### config.mk
export PLATFORM = sky130hd
export DESIGN_NAME = hazard_ctrl_fwd
export DESIGN_NICKNAME = d
export VERILOG_FILES = /design/src/rtl/hazard_ctrl_fwd_pkg.sv /design/src/rtl/hazard_ctrl_fwd_src_match.sv /design/src/rtl/hazard_ctrl_fwd.sv
export SDC_FILE = /design/constraint.sdc
export NUM_CORES = 1
export LEC_CHECK = 0
export ABC_AREA = 1
export CORE_MARGIN = 8
export CORE_UTILIZATION = 30
export DETAILED_ROUTE_END_ITERATION = 12
export GPL_ROUTABILITY_DRIVEN = 0
export GPL_TIMING_DRIVEN = 0
export SYNTH_ARGS = -nofsm -noshare
export SYNTH_HDL_FRONTEND = slang
export SYNTH_SLANG_ARGS = --single-unit
### constraint.sdc
create_clock -name i_clk -period 1.5 [get_ports i_clk]
set_input_delay 0.3 -clock i_clk [delete_from_list [all_inputs] [get_ports i_clk]]
set_output_delay 0.3 -clock i_clk [all_outputs]
set_load 0.02 [all_outputs]
### src/rtl/hazard_ctrl_fwd_pkg.sv
// Shared types and constants for the hazard / forwarding controller.
package hazard_ctrl_fwd_pkg;

  localparam int REG_ADDR_W = 5;

  typedef enum logic [1:0] {
    MC_IDLE = 2'd0,
    MC_BUSY = 2'd1,
    MC_DONE = 2'd2
  } mc_state_e;

  localparam logic [1:0] FWD_RF  = 2'b00;
  localparam logic [1:0] FWD_MEM = 2'b01;
  localparam logic [1:0] FWD_WB  = 2'b10;

  // One pipeline destination: register address, file tag (1 = FP), write enable.
  typedef struct packed {
    logic [REG_ADDR_W-1:0] addr;
    logic                  fp;
    logic                  wren;
  } rd_info_t;

endpackage

### src/rtl/hazard_ctrl_fwd_src_match.sv
// Compares one source operand against one destination. Integer x0 never
// matches; f0 is an ordinary register and does.
module hazard_src_match
  import hazard_ctrl_fwd_pkg::*;
(
  input  logic [REG_ADDR_W-1:0] src_addr,
  input  logic                  src_fp,
  input  logic                  src_used,
  input  rd_info_t              rd,
  output logic                  hit
);

  logic int_zero;

  // x0 in the integer file is hard-wired zero and can never be a dependency
  assign int_zero = ~src_fp & (src_addr == '0);
  assign hit = rd.wren & src_used & (rd.addr == src_addr) & (rd.fp == src_fp) & ~int_zero;

endmodule

### src/rtl/hazard_ctrl_fwd.sv
// Hazard controller for the 5-stage RV32F pipeline: EX operand forwarding,
// single-bubble load-use stall, branch flush and multi-cycle FP freeze.
//
//   state   | meaning
//   MC_IDLE | no multi-cycle op in EX, normal hazard evaluation
//   MC_BUSY | multi-cycle op occupying EX, front end and EX frozen
//   MC_DONE | last occupancy cycle, stalls released so the op leaves EX
module hazard_ctrl_fwd
  import hazard_ctrl_fwd_pkg::*;
#(
  parameter int ADDR_W = REG_ADDR_W,
  parameter int MC_LAT = 4,
  parameter int CNT_W  = 16
) (
  input  logic              i_clk,
  input  logic              i_rst_n,
  input  logic [ADDR_W-1:0] ID_rs1_addr,
  input  logic [ADDR_W-1:0] ID_rs2_addr,
  input  logic [ADDR_W-1:0] ID_rs3_addr,
  input  logic [2:0]        ID_rs_fp,
  input  logic [2:0]        ID_rs_used,
  input  logic [ADDR_W-1:0] EX_rs1_addr,
  input  logic [ADDR_W-1:0] EX_rs2_addr,
  input  logic [ADDR_W-1:0] EX_rs3_addr,
  input  logic [2:0]        EX_rs_fp,
  input  logic [2:0]        EX_rs_used,
  input  logic [ADDR_W-1:0] EX_rd_addr,
  input  logic [ADDR_W-1:0] MEM_rd_addr,
  input  logic [ADDR_W-1:0] WB_rd_addr,
  input  logic              EX_rd_fp,
  input  logic              MEM_rd_fp,
  input  logic              WB_rd_fp,
  input  logic              EX_rd_wren,
  input  logic              MEM_rd_wren,
  input  logic              WB_rd_wren,
  input  logic              EX_is_load,
  input  logic              EX_is_mc,
  input  logic              EX_br_sel,
  output logic              stall_IF,
  output logic              stall_ID,
  output logic              stall_EX,
  output logic              flush_ID,
  output logic              flush_EX,
  output logic [5:0]        fwd_sel,
  output logic              mc_busy,
  output logic [CNT_W-1:0]  cnt_ld_stall,
  output logic [CNT_W-1:0]  cnt_br_flush,
  output logic [CNT_W-1:0]  cnt_mc_stall
);

  localparam logic [3:0] MC_LOAD = 4'(MC_LAT - 1);

  logic [2:0][ADDR_W-1:0] id_src;
  logic [2:0][ADDR_W-1:0] ex_src;
  rd_info_t  ex_rd, mem_rd, wb_rd;
  logic [2:0] mem_hit, wb_hit, ld_hit;
  logic       ld_haz, br_eff, ld_eff, flush_ex_int;
  mc_state_e  state;
  logic [3:0] cnt;

  assign id_src = {ID_rs3_addr, ID_rs2_addr, ID_rs1_addr};
  assign ex_src = {EX_rs3_addr, EX_rs2_addr, EX_rs1_addr};
  assign ex_rd  = '{addr: EX_rd_addr,  fp: EX_rd_fp,  wren: EX_rd_wren};
  assign mem_rd = '{addr: MEM_rd_addr, fp: MEM_rd_fp, wren: MEM_rd_wren};
  assign wb_rd  = '{addr: WB_rd_addr,  fp: WB_rd_fp,  wren: WB_rd_wren};

  for (genvar k = 0; k < 3; k++) begin : g_src
    hazard_src_match u_mem (
      .src_addr(ex_src[k]), .src_fp(EX_rs_fp[k]), .src_used(EX_rs_used[k]),
      .rd(mem_rd), .hit(mem_hit[k])
    );
    hazard_src_match u_wb (
      .src_addr(ex_src[k]), .src_fp(EX_rs_fp[k]), .src_used(EX_rs_used[k]),
      .rd(wb_rd), .hit(wb_hit[k])
    );
    hazard_src_match u_ld (
      .src_addr(id_src[k]), .src_fp(ID_rs_fp[k]), .src_used(ID_rs_used[k]),
      .rd(ex_rd), .hit(ld_hit[k])
    );
    // MEM holds the younger result, so it wins over WB
    assign fwd_sel[2*k +: 2] = mem_hit[k] ? FWD_MEM : (wb_hit[k] ? FWD_WB : FWD_RF);
  end

  // Priority: BUSY freeze > branch flush > load-use. The rst_n term forces
  // stalls/flushes low immediately while reset is held.
  assign ld_haz       = EX_is_load & (|ld_hit);
  assign br_eff       = EX_br_sel & ~mc_busy;
  assign ld_eff       = ld_haz & ~EX_br_sel & ~mc_busy;
  assign flush_ex_int = br_eff | ld_eff;

  assign stall_IF = i_rst_n & (mc_busy | ld_eff);
  assign stall_ID = i_rst_n & (mc_busy | ld_eff);
  assign stall_EX = i_rst_n & mc_busy;
  assign flush_ID = i_rst_n & br_eff;
  assign flush_EX = i_rst_n & flush_ex_int;

  // Multi-cycle occupancy FSM: entry cycle + (MC_LAT-2) BUSY cycles + DONE
  always_ff @(posedge i_clk or negedge i_rst_n) begin
    if (!i_rst_n) begin
      state   <= MC_IDLE;
      cnt     <= '0;
      mc_busy <= 1'b0;
    end else begin
      case (state)
        MC_IDLE: begin
          if (EX_is_mc && !flush_ex_int) begin
            cnt <= MC_LOAD;
            if (MC_LAT == 2) begin
              state   <= MC_DONE;
              mc_busy <= 1'b0;
            end else begin
              state   <= MC_BUSY;
              mc_busy <= 1'b1;
            end
          end
        end
        MC_BUSY: begin
          cnt <= cnt - 4'd1;
          // the decrement lands on 1 as we move to DONE
          if (cnt == 4'd2) begin
            state   <= MC_DONE;
            mc_busy <= 1'b0;
          end
        end
        MC_DONE: begin
          state <= MC_IDLE;
        end
        default: begin
          state   <= MC_IDLE;
          mc_busy <= 1'b0;
        end
      endcase
    end
  end

  // Saturating event counters
  always_ff @(posedge i_clk or negedge i_rst_n) begin
    if (!i_rst_n) begin
      cnt_ld_stall <= '0;
      cnt_br_flush <= '0;
      cnt_mc_stall <= '0;
    end else begin
      if (ld_eff && (cnt_ld_stall != '1)) cnt_ld_stall <= cnt_ld_stall + CNT_W'(1);
      if (br_eff && (cnt_br_flush != '1)) cnt_br_flush <= cnt_br_flush + CNT_W'(1);
      if (mc_busy && (cnt_mc_stall != '1)) cnt_mc_stall <= cnt_mc_stall + CNT_W'(1);
    end
  end

endmodule

* Word-level counts from Yosys, hierarchy flattened *
Index checks and enable logic that the tools add are counted.

word-level totals
  flip-flop bits (word level) = 55
  logic and storage cells = 134

operators by class
  add/sub/neg operators = 4
  eq/ne operators = 26
  multiplexer cells = 14
  bitwise logic cells = 67
  reduce and logical (&&, ||, !) cells = 17

operators by type and width
  kind                     number
  $and A1 B1 Y1            50
  $add A16 B1 Y16 const B  3
  $ne A16 B16 Y1 const B   3
  $eq A5 B5 Y1             9
  $logic_not A5 Y1         6
  $mux W2                  8
  $not A1 Y1               15
  $eq A1 B1 Y1             9
  $pmux W4 S2              1
  $eq A4 B2 Y1 const B     1
  $logic_and A1 B1 Y1      4
  $mux W4                  1
  $ne A2 B2 Y1 const B     2
  $pmux W2 S2              1
  $reduce_and A2 Y1        2
  $sub A4 B1 Y4 const B    1
  $pmux W1 S3              1
  $reduce_and A3 Y1        1
  $reduce_or A3 Y1         1
  $eq A2 B1 Y1 const B     1
  $eq A2 B2 Y1 const B     1
  $logic_not A2 Y1         1
  $mux W1                  2
  $or A1 B1 Y1             2
  other kinds (2)          2

* Logic depth before layout (Yosys ltp) *
Gate-level depths: netlist of the first run.

  depth after elaboration = 13
  depth in mapped cells = 13
  mapped depth without buffers = 13

* By module *
Synthesis of the first run repeated with hierarchy kept, for this count alone.

unflattened totals
  cell total of the unflattened synthesis = 826
  area total of the unflattened synthesis = 4805.9 µm²

modules (own cells, without submodules)
  module            times used  cells each  area an instance (µm²)  sequential area each (µm²)
  hazard_ctrl_fwd   1           502         3510.9                  1376.3
  hazard_src_match  9           36          143.9                   0.0

* Worst setup path before layout of the first run *
OpenSTA, ideal clock, no wires.

  path kind = register to register
  from = register cnt_br_flush[0]
  to = register cnt_br_flush[15]
  setup time = 0.120 ns
  arrival time = 1.645 ns
  setup slack = -0.265 ns
  cell stages (with the launch flop) = 12
  buffers on the path = 0
  clock period less this slack = 1.765 ns
  cells stage by stage = dfrtp_1 ha_1 nand3_1 nor3_1 nand3_1 nand2_2 nor2_2 nand3_1 nor2_1 nand2_1 o21ai_1 nand2_1

on the way
  word-level cells in the longest chain between the ends = 2
  elaborated cells between the ends (all ways) = 3

RTL lines
  what                                                     line                    RTL
  start, declared                                          hazard_ctrl_fwd.sv:47   output logic [CNT_W-1:0] cnt_br_flush,
  start signal, assigned                                   hazard_ctrl_fwd.sv:144  if (br_eff && (cnt_br_flush != '1)) cnt_br_flush <= cnt_br_flush + CNT_W'(1);
  branches (longest 2 deep; another with $add A16 B1 Y16)  -

Several ways; the timed one is not identified.
A chain may end at the register's enable or synchronous reset.

* Worst setup path after layout of the first run *
  from = input MEM_rd_fp
  to = output fwd_sel[4]

on the way
  word-level cells in the longest chain between the ends = 4

RTL lines
  what                         line                             RTL
  start, declared              hazard_ctrl_fwd.sv:31            input logic MEM_rd_fp,
  $eq A1 B1 Y1                 hazard_ctrl_fwd_src_match.sv:17  assign hit = rd.wren & src_used & (rd.addr == src_addr) & (rd.fp == src_fp) & ~int_zero;
  $and A1 B1 Y1 (2 in series)  hazard_ctrl_fwd_src_match.sv:17
  net g_src[2].u_mem.hit       hazard_ctrl_fwd_src_match.sv:10  output logic hit
  $mux W2                      hazard_ctrl_fwd.sv:81            assign fwd_sel[2*k +: 2] = mem_hit[k] ? FWD_MEM : (wb_hit[k] ? FWD_WB : FWD_RF);
  end, declared                hazard_ctrl_fwd.sv:44            output logic [5:0] fwd_sel,

The timed path passes the listed nets, and every way through them passes these cells.

==> results.py, run 1 <==
metrics = {
    "layout": {
        "layout.nets": 793,
        "antennaDiodeCount": 0,
        "final_cells": 893,
        "seq_area_um2": 1400,
        "fill_cells": 1201,
        "fin_area_um2": 6550,
        "multi_input_area_um2": 2720,
        "layout-drive-gt1-share": 0.409,
        "area_growth_syn_to_layout_pct": 71.7,
        "final_cell_mix": "nand2_1 (104), dlygate4sd2_1 (55), inv_1 (52)",
        "final_common_cell": "nand2_1",
    },
    "placement": {
        "place_area_um2": 5450,
        "dp_cells": 827,
        "dpl.hpwl_um": 9150,
        "io_buffer_count": 127,
    },
    "drt": {
        "ant_nets": 0,
        "first_pass_iters": 4,
        "wl_um": 12900,
        "drc": 0,
        "via_per_inst": 4.68,
        "drt_iter0_drc": 211,
        "vias": 4177,
        "wl_per_cell_um": 14.4,
    },
    "setup_path": {
        "critPathRequiredTime_ns": 1.20,
        "cp_data_arrival_time_ns": 1.43,
        "r2r_slack_ns": -0.10,
        "crit_type": "input port to output port",
        "startpoint_type": "input port",
        "r2r_start": "cnt_mc_stall[0]$_DFFE_PN0P_",
        "worstRegToRegCells": 10,
        "end_kind": "output port",
        "critPathMaxFanout": 2,
        "reg2reg_to": "cnt_mc_stall[15]$_DFFE_PN0P_",
    },
    "synth": {
        "synth-main-ff-cell": "dfrtp_1",
        "synth_largest_area_cell": "dfrtp_1",
        "synth_area_leaders": "dfrtp_1 (36%), nand2_1 (13%), xor2_1 (9.2%)",
        "synth_edf_count": 0,
        "ys_types": 35,
        "synth_top_area_share": 0.361,
        "synth_nets": 600,
        "ys_async_sr_fraction": 1.00,
        "ys_warn_count": 0,
        "avgSynthCellArea_um2": 7.24,
        "syn_inst": 527,
        "syn_area_um2": 3820,
        "synth_seq_cells": 55,
        "ys_seq_area_frac": 0.361,
    },
    "clock_network": {
        "cts-root-buf": "clkbuf_16",
        "cts_tree": "yes",
        "htreeDepth": 2,
        "clkTransAtPathRegs_ns": 0.07,
        "clock_path_buffers": 2,
        "insertion_delay_ns": 0.29,
        "cts_sinks": 55,
        "numCtsBuffers": 5,
    },
    "timing": {
        "rsz0062_at_grt": "true",
        "finalSetupTns_ns": -2.81,
        "fin_crit_ns": 1.73,
        "finalHoldViolCount": 0,
        "setup_slack_ns": -0.229,
        "finalMaxSlewViolations": 0,
        "finClkSkew_ns": 0.00701,
        "slew_headroom": 0.584,
        "fmax_ghz": 0.578,
        "setup_violations": 37,
        "tightest_slew_ns": 0.621,
        "min_period_over_period": 1.15,
        "hold_ws_ns": 0.0312,
    },
    "power": {
        "ir_drop_uv": 675,
        "total_leakage_power_nw": 3.19,
        "p_per_area_nw_per_um2": 929,
        "power_mw": 6.09,
    },
    "global_route": {
        "antenna_found_initial": 0,
        "grt-ovfl-total": 0,
        "grtUsageTotal": 0.145,
        "grt_pass1_wl_um": 19900,
        "grt_pass1_vias": 4077,
        "grt_max_degree": 28,
    },
    "job": {
        "maxCapViolCount": 0,
    },
    "floorplan": {
        "io_pins": 128,
        "die_width_um": 129,
        "start_util": 0.305,
        "die-height_um": 129,
        "rows": 41,
        "dieArea_um2": 16600,
        "core_um2": 12500,
    },
    "outcome": {
        "violations": "negative setup slack",
        "status": "finished, violations left",
    },
    "hold_path": {
        "min_path_type": "input port to asynchronous set/reset pin",
    },
}
==> synth_stat cells (5+ instances only) <==
cell     count
a21oi_1     11
dfrtp_1     55
ha_1         5
inv_1       78
inv_2        6
nand2_1    128
nand3_1     41
nand4_1     13
nor2_1      55
nor3_1      17
nor4_1       8
o21ai_0     11
o22ai_1      8
xnor2_1     18
xor2_1      40
==> sequential cells by signal, summed over array words and instances, names as in the netlist <==
| signal | cells |
|---|---|
| state | 2 |
| cnt_ld_stall | 16 |
| mc_busy | 1 |
| cnt_br_flush | 16 |
| cnt_mc_stall | 16 |
| cnt | 4 |
==> worst max-delay path, stage by stage <==
cell and delay (ns):
buf_8 0.10, xor2_2 0.17, a221oi_2 0.26, nand3_2 0.16, nor4_4 0.18, buf_4 0.15, buf_6 0.10
==> cell families (layout without fill, tap and decap cells) <==
logic type,after synthesis,in the layout,synth area share
simple gates,278,278,0.329
flops,55,55,0.361
compound gates,42,42,0.0672
buf+inv,89,283,0.0934
xor+xnor,58,58,0.133
fa+ha+maj,5,5,0.0164
==> what timing repair did <==
action | 4_1_cts | 5_1_grt
hold buffers | 3 | 0
cloned | 2 | 0
resized for setup | 427 | 119
setup endpoints to repair | 101 | 57
pin swaps | 83 | 70
hold endpoints to repair | 27 | 0
setup buffers | 26 | 27
==> cell type report <==
class / count / share of cell area
sequential: 55 / 0.213
clock inverter: 2 / 0.00248
buffer: 5 / 0.00687
timing repair buffer: 186 / 0.256
clock buffer: 6 / 0.0212
inverter: 84 / 0.0529
tap: 172 / 0.0328
multi-input combinational: 383 / 0.414
==> metrics by stage <==
step,setup slack [ns],utilization
global route,-0.255,0.523
global placement,-2.79,0.435
floorplan,-0.115,-
finish,-0.229,0.523
detailed placement,-1.25,0.436
CTS,-0.247,0.484
==> how the worst max path moves through the flow <==
stage	from	end	depth (start not counted)
floorplan	cnt_mc_stall[1]$_DFFE_PN0P_	cnt_mc_stall[15]$_DFFE_PN0P_	10
global placement	i_rst_n	stall_IF	5
detailed placement	EX_rd_addr[3]	flush_EX	12
CTS	EX_rs_fp[2]	fwd_sel[4]	7
global route	MEM_rd_fp	fwd_sel[4]	7
finish	MEM_rd_fp	fwd_sel[4]	7
==> where the power goes <==
group / leakage, nW / internal [mW] / switching, mW
registers: 0.670 / 1.77 / 0.345
clock network: 0.0731 / 0.669 / 0.541
logic: 2.44 / 1.25 / 1.52
==> routing by layer <==
metal,global-route usage,share of wire
met2,0.270,0.54
met3,0.0236,0.040
met5,0,0
met1,0.170,0.40
met4,0.0283,0.014
Note: power is estimated with default switching activity, not from simulation.
==> inputs of run 2 (changes only) <==
- CORE_MARGIN: 8 -> not set
==> run 2 against run 1 <==
Net effect: the flow finishes with violations (negative hold slack, negative setup slack); via count unchanged; clock skew up 0.00063 ns; setup slack better by 0.064 ns; highest routed layer unchanged; register-to-register slack about the same; sequential share of layout area up 0.42 points; sequential power down 2%; cell count down 1.5%; hold slack worse by 0.071 ns; largest power group unchanged; critical path depth down 2.
==> results.py, run 2 (synthesis gave the netlist of run 1 again) <==
metrics = {
    "outcome": {
        "status": "finished, violations left",
        "violations": "negative hold slack, negative setup slack",
    },
    "drt": {
        "vias": 4177,
        "drc": 0,
        "drt_iter0_drc": 185,
        "via_per_inst": 4.75,
        "first_pass_iters": 4,
        "wl_per_cell_um": 14.1,
        "ant_nets": 0,
        "wl_um": 12400,
    },
    "setup_path": {
        "crit_slowest_cell": "dfrtp_2",
        "startpoint_type": "flop",
        "critPathMaxFanout": 4,
        "crit_chain": "buf_6 > nor2_4 > inv_2 > a21oi_2 > buf_6",
        "end_kind": "output port",
        "critPathRequiredTime_ns": 1.20,
        "cp_data_arrival_time_ns": 1.37,
        "slowest_delay_ns": 0.45,
        "crit_type": "flop to output port",
        "path_common_cell": "buf_6",
    },
    "layout": {
        "reg_top3": "cnt_br_flush x16, cnt_ld_stall x16, cnt_mc_stall x16",
        "layout.nets": 784,
        "final_common_cell": "nand2_1",
        "seq_area_um2": 1400,
        "area_growth_syn_to_layout_pct": 68.9,
        "final_util": 0.528,
        "multi_input_area_um2": 2730,
        "layout-drive-gt1-share": 0.426,
        "antennaDiodeCount": 0,
        "fill_cells": 1196,
        "fin_area_um2": 6440,
        "final_cells": 880,
        "final_cell_mix": "nand2_1 (91), inv_1 (54), buf_4 (49), dlygate4sd2_1 (49)",
    },
    "placement": {
        "place_area_um2": 5450,
        "io_buffer_count": 127,
        "dp_cells": 823,
        "dpl.hpwl_um": 8610,
    },
    "floorplan": {
        "rows": 40,
        "die-height_um": 115,
        "die_width_um": 115,
        "io_pins": 128,
        "core_um2": 12200,
        "start_util": 0.313,
        "dieArea_um2": 13200,
    },
    "timing": {
        "setup_slack_ns": -0.165,
        "finalMaxSlewViolations": 0,
        "fin_crit_ns": 1.67,
        "finClkSkew_ns": 0.00765,
        "finalHoldViolCount": 34,
        "fmax_ghz": 0.601,
        "tightest_slew_ns": 0.974,
        "slew_headroom": 0.351,
        "hold_ws_ns": -0.0398,
        "min_period_over_period": 1.11,
        "finalSetupTns_ns": -2.13,
        "rsz0062_at_grt": "true",
        "setup_violations": 32,
    },
    "clock_network": {
        "cts_sinks": 55,
        "clkTransAtPathRegs_ns": 0.08,
        "hold_buffers": 1,
        "cts_tree": "yes",
        "htreeDepth": 2,
        "numCtsBuffers": 5,
        "insertion_delay_ns": 0.30,
        "clock_path_buffers": 2,
        "cts-root-buf": "clkbuf_16",
    },
    "power": {
        "p_per_area_nw_per_um2": 941,
        "total_leakage_power_nw": 3.11,
        "ir_drop_uv": 904,
    },
    "job": {
        "maxCapViolCount": 0,
    },
    "global_route": {
        "grtUsageTotal": 0.188,
        "grt_pass1_wl_um": 19700,
        "grt-ovfl-total": 0,
        "antenna_found_initial": 0,
        "grt_max_degree": 37,
        "grt_pass1_vias": 4139,
    },
    "hold_path": {
        "min_path_type": "input port to asynchronous set/reset pin",
    },
}
-- run 2: cell count changes in the layout (fill, tap and decap cells not counted), moves of 5 or more --
cell and delta:
nand2_1 -13, buf_2 -5, dlygate4sd2_1 -6, o21ai_1 -5, nand2_2 +15, o21ai_2 +6
-- run 2: final cells by class --
type | count | share of cell area
Multi-Input combinational cell | 384 | 0.424
Buffer | 5 | 0.00699
Clock buffer | 7 | 0.0221
Tap cell | 168 | 0.0326
Timing Repair Buffer | 176 | 0.242
Clock inverter | 1 | 0.00136
Inverter | 84 | 0.0534
Sequential cell | 55 | 0.217
-- run 2: path summary, 6_finish.rpt --
check	slack, ns	end	cells after the start	from
setup / recovery	-0.17	flush_EX	5	mc_busy$_DFFE_PN0P_
hold / removal	-0.04	cnt_ld_stall[8]$_DFFE_PN0P_	2	i_rst_n
setup reg to reg	-0.10	cnt_mc_stall[15]$_DFFE_PN0P_	10	cnt_mc_stall[0]$_DFFE_PN0P_
hold reg to reg	0.50	cnt_mc_stall[5]$_DFFE_PN0P_	1	cnt_mc_stall[5]$_DFFE_PN0P_
max in group asynchronous	0.49	cnt_mc_stall[3]$_DFFE_PN0P_	2	i_rst_n
min in group i_clk	0.50	cnt_mc_stall[5]$_DFFE_PN0P_	1	cnt_mc_stall[5]$_DFFE_PN0P_
-- run 2: metrics by stage --
| step | power (mW) | setup slack [ns] |
|---|---|---|
| 2_1_floorplan | 3.29 | -0.115 |
| 3_3_place_gp | 4.22 | -2.82 |
| 3_5_place_dp | 4.29 | -1.25 |
| 4_1_cts | 5.72 | -0.253 |
| 5_1_grt | 6.48 | -0.223 |
| 6_report | 6.06 | -0.165 |
-- run 2: repair_timing --
item	4_1_cts	5_1_grt
buffers inserted	27	21
endpoints found under the setup margin	99	83
hold endpoints to repair	21	34
resized for setup	438	143
gates cloned	2	0
pin swaps	80	66
-- run 2: routing by layer --
layer  share of wire  GRT usage  vias up
met3           0.034     0.0274       25
met5               0          0        -
met2            0.50      0.321       95
li1                -          -     2074
met1            0.44      0.245     1983
met4           0.024     0.0615        0
-- run 2: where the power goes --
part | internal (mW) | switching, mW | total [mW]
Clock | 0.671 | 0.568 | 1.24
Combinational | 1.23 | 1.52 | 2.75
Sequential | 1.77 | 0.306 | 2.07
-- run 2: worst max-delay path, delay by kind of cell (launching register included) --
family / cells / cell delay (ns)
AND/OR/NAND/NOR: 1 / 0.11
flip-flops: 1 / 0.45
buffers and inverters: 3 / 0.34
AO/OA/AOI/OAI: 1 / 0.15
==> inputs of run 3 (changes only) <==
- ABC_CLOCK_PERIOD_IN_PS: not set -> 1500
- PLACE_DENSITY: not set -> 0.61
==> run 3 against run 2 <==
Net effect: the flow finishes with violations (negative setup slack); non-clock buffer count is 10 higher; clock skew hardly changed; sequential power hardly changed; first-iteration DRC count is 28% higher; via count is 1.1% higher; maximum frequency is 1.1% lower; combinational power is 2% lower; sequential cell count stayed put; register-to-register slack hardly changed; power is 1.9% lower; clock power is 6% lower; cell count is 1.3% higher.
==> results.py, run 3 (synthesis gave the netlist of run 1 again) <==
metrics = {
    "setup_path": {
        "cp_data_arrival_time_ns": 1.38,
        "end_kind": "output port",
        "reg2reg_to": "cnt_mc_stall[15]$_DFFE_PN0P_",
        "startpoint_type": "input port",
        "r2r_start": "cnt_mc_stall[0]$_DFFE_PN0P_",
        "worstRegToRegCells": 10,
        "critPathRequiredTime_ns": 1.20,
        "r2r_slack_ns": -0.11,
        "crit_type": "input port to output port",
        "critPathMaxFanout": 3,
    },
    "layout": {
        "layout.nets": 794,
        "reg_top3": "cnt_br_flush x16, cnt_ld_stall x16, cnt_mc_stall x16",
        "area_growth_syn_to_layout_pct": 73.1,
        "fin_area_um2": 6610,
        "final_cells": 891,
        "final_cell_mix": "nand2_1 (100), buf_4 (54), dlygate4sd2_1 (53)",
        "layout-drive-gt1-share": 0.428,
        "final_common_cell": "nand2_1",
        "fill_cells": 1157,
    },
    "placement": {
        "dpl.hpwl_um": 8450,
        "dp_cells": 823,
        "io_buffer_count": 127,
        "place_area_um2": 5450,
    },
    "timing": {
        "finClkSkew_ns": 0.00802,
        "slew_headroom": 0.636,
        "fin_crit_ns": 1.68,
        "setup_violations": 33,
        "setup_slack_ns": -0.184,
        "tightest_slew_ns": 0.544,
        "finalHoldViolCount": 0,
        "rsz0062_at_grt": "true",
        "min_period_over_period": 1.12,
        "finalSetupTns_ns": -1.99,
        "finalMaxSlewViolations": 0,
        "fmax_ghz": 0.594,
    },
    "clock_network": {
        "cts_tree": "yes",
        "cts_sinks": 55,
        "clkTransAtPathRegs_ns": 0.07,
        "htreeDepth": 2,
        "numCtsBuffers": 5,
        "clock_path_buffers": 2,
        "insertion_delay_ns": 0.29,
        "cts-root-buf": "clkbuf_16",
    },
    "drt": {
        "wl_per_cell_um": 13.8,
        "drt_iter0_drc": 236,
        "drc": 0,
        "via_per_inst": 4.74,
        "ant_nets": 0,
        "vias": 4222,
        "first_pass_iters": 4,
        "wl_um": 12300,
    },
    "power": {
        "clock_power_share": 0.197,
        "seqPwrFrac": 0.348,
        "power_mw": 5.95,
        "ir_drop_uv": 748,
        "total_leakage_power_nw": 3.20,
        "combPwrFrac": 0.454,
        "internal_power_mw": 3.60,
        "p_per_area_nw_per_um2": 900,
        "switchingPower_mw": 2.35,
        "sw_frac_of_total": 0.395,
    },
    "floorplan": {
        "rows": 40,
        "dieArea_um2": 13200,
        "core_um2": 12200,
        "start_util": 0.313,
        "die_width_um": 115,
        "die-height_um": 115,
        "io_pins": 128,
    },
    "global_route": {
        "grt_max_degree": 31,
        "antenna_found_initial": 1,
        "grt_pass1_vias": 4018,
        "grt_pass1_wl_um": 18900,
        "grt-ovfl-total": 0,
        "grtUsageTotal": 0.177,
    },
    "hold_path": {
        "min_path_type": "input port to asynchronous set/reset pin",
    },
    "outcome": {
        "violations": "negative setup slack",
        "status": "finished, violations left",
    },
    "job": {
        "maxCapViolCount": 0,
    },
}
-- run 3: changes by cell type in the layout (fill, tap and decap cells not counted), moves of 3 or more --
| cell | previous run | this run |
|---|---|---|
| nor2_1 | 38 | 43 |
| nor2_2 | 8 | 5 |
| buf_4 | 49 | 54 |
| nand2_2 | 33 | 25 |
| nand2_1 | 91 | 100 |
| dlygate4sd2_1 | 49 | 53 |
| buf_12 | 2 | 5 |
| clkdlybuf4s15_1 | 9 | 4 |
-- run 3: worst max path at each step --
stage	startpoint	endpoint	slack (ns)	depth (start not counted)
4_1_cts	EX_rs_fp[2]	fwd_sel[4]	-0.25	7
6_report	ID_rs2_addr[2]	stall_IF	-0.18	10
3_5_place_dp	MEM_rd_addr[0]	fwd_sel[0]	-1.31	7
5_1_grt	EX_rs1_addr[4]	fwd_sel[1]	-0.27	7
3_3_place_gp	i_rst_n	stall_IF	-2.74	5
2_1_floorplan	cnt_mc_stall[1]$_DFFE_PN0P_	cnt_mc_stall[15]$_DFFE_PN0P_	-0.12	10
-- run 3: repair_timing --
| action | in CTS | in global routing |
|---|---|---|
| endpoints found under the hold margin | 30 | 0 |
| setup endpoints to repair | 98 | 58 |
| gates cloned | 3 | 0 |
| resized for setup | 426 | 146 |
| hold buffers | 3 | 0 |
| buffers inserted | 30 | 24 |
| pin swaps | 72 | 79 |
-- run 3: area by class of cell --
cell class / instances / area (um^2) / area share
inverter: 84 / 345 / 0.0523
timing repair buffer: 186 / 1690 / 0.256
sequential: 55 / 1400 / 0.212
clock inverter: 3 / 18.8 / 0.00284
buffer: 5 / 45.0 / 0.00682
clock buffer: 5 / 125 / 0.0189
antenna: 1 / 2.50 / 0.000379
tap: 168 / 210 / 0.0318
multi-input combinational: 384 / 2770 / 0.419
-- run 3: power groups by stage --
stage | logic (mW) | registers [mW] | clock network, mW
2_1_floorplan | 1.01 | 2.28 | 0
3_3_place_gp | 2.10 | 2.10 | 0
3_5_place_dp | 2.15 | 2.11 | 0
4_1_cts | 2.38 | 2.07 | 1.21
5_1_grt | 2.98 | 2.11 | 1.25
6_report | 2.70 | 2.07 | 1.17
-- run 3: per-layer routing --
| layer | vias up | wire length, um | GRT usage |
|---|---|---|---|
| li1 | 2097 | - | - |
| met1 | 2020 | 5190 | 0.226 |
| met3 | 21 | 368 | 0.0248 |
| met4 | 0 | 234 | 0.0589 |
| met2 | 84 | 6460 | 0.310 |
| met5 | - | 0 | 0 |
-- run 3: worst max-delay path, cell delays in order --
cell and delay, ns:
buf_6 0.09, nor2_1 0.09, nor2_1 0.07, nor3_2 0.19, nand3_2 0.11, nand3_4 0.14
nand3_2 0.10, nand2_2 0.10, buf_6 0.10, buf_6 0.10
-- run 3: through the flow --
stage	util	hold slack [ns]	worst slack (ns)
floorplan	-	0.00441	-0.115
global placement	0.445	0.486	-2.74
detailed placement	0.446	0.413	-1.31
CTS	0.496	0.0332	-0.252
global route	0.541	0.0355	-0.271
finish	0.541	0.0246	-0.184
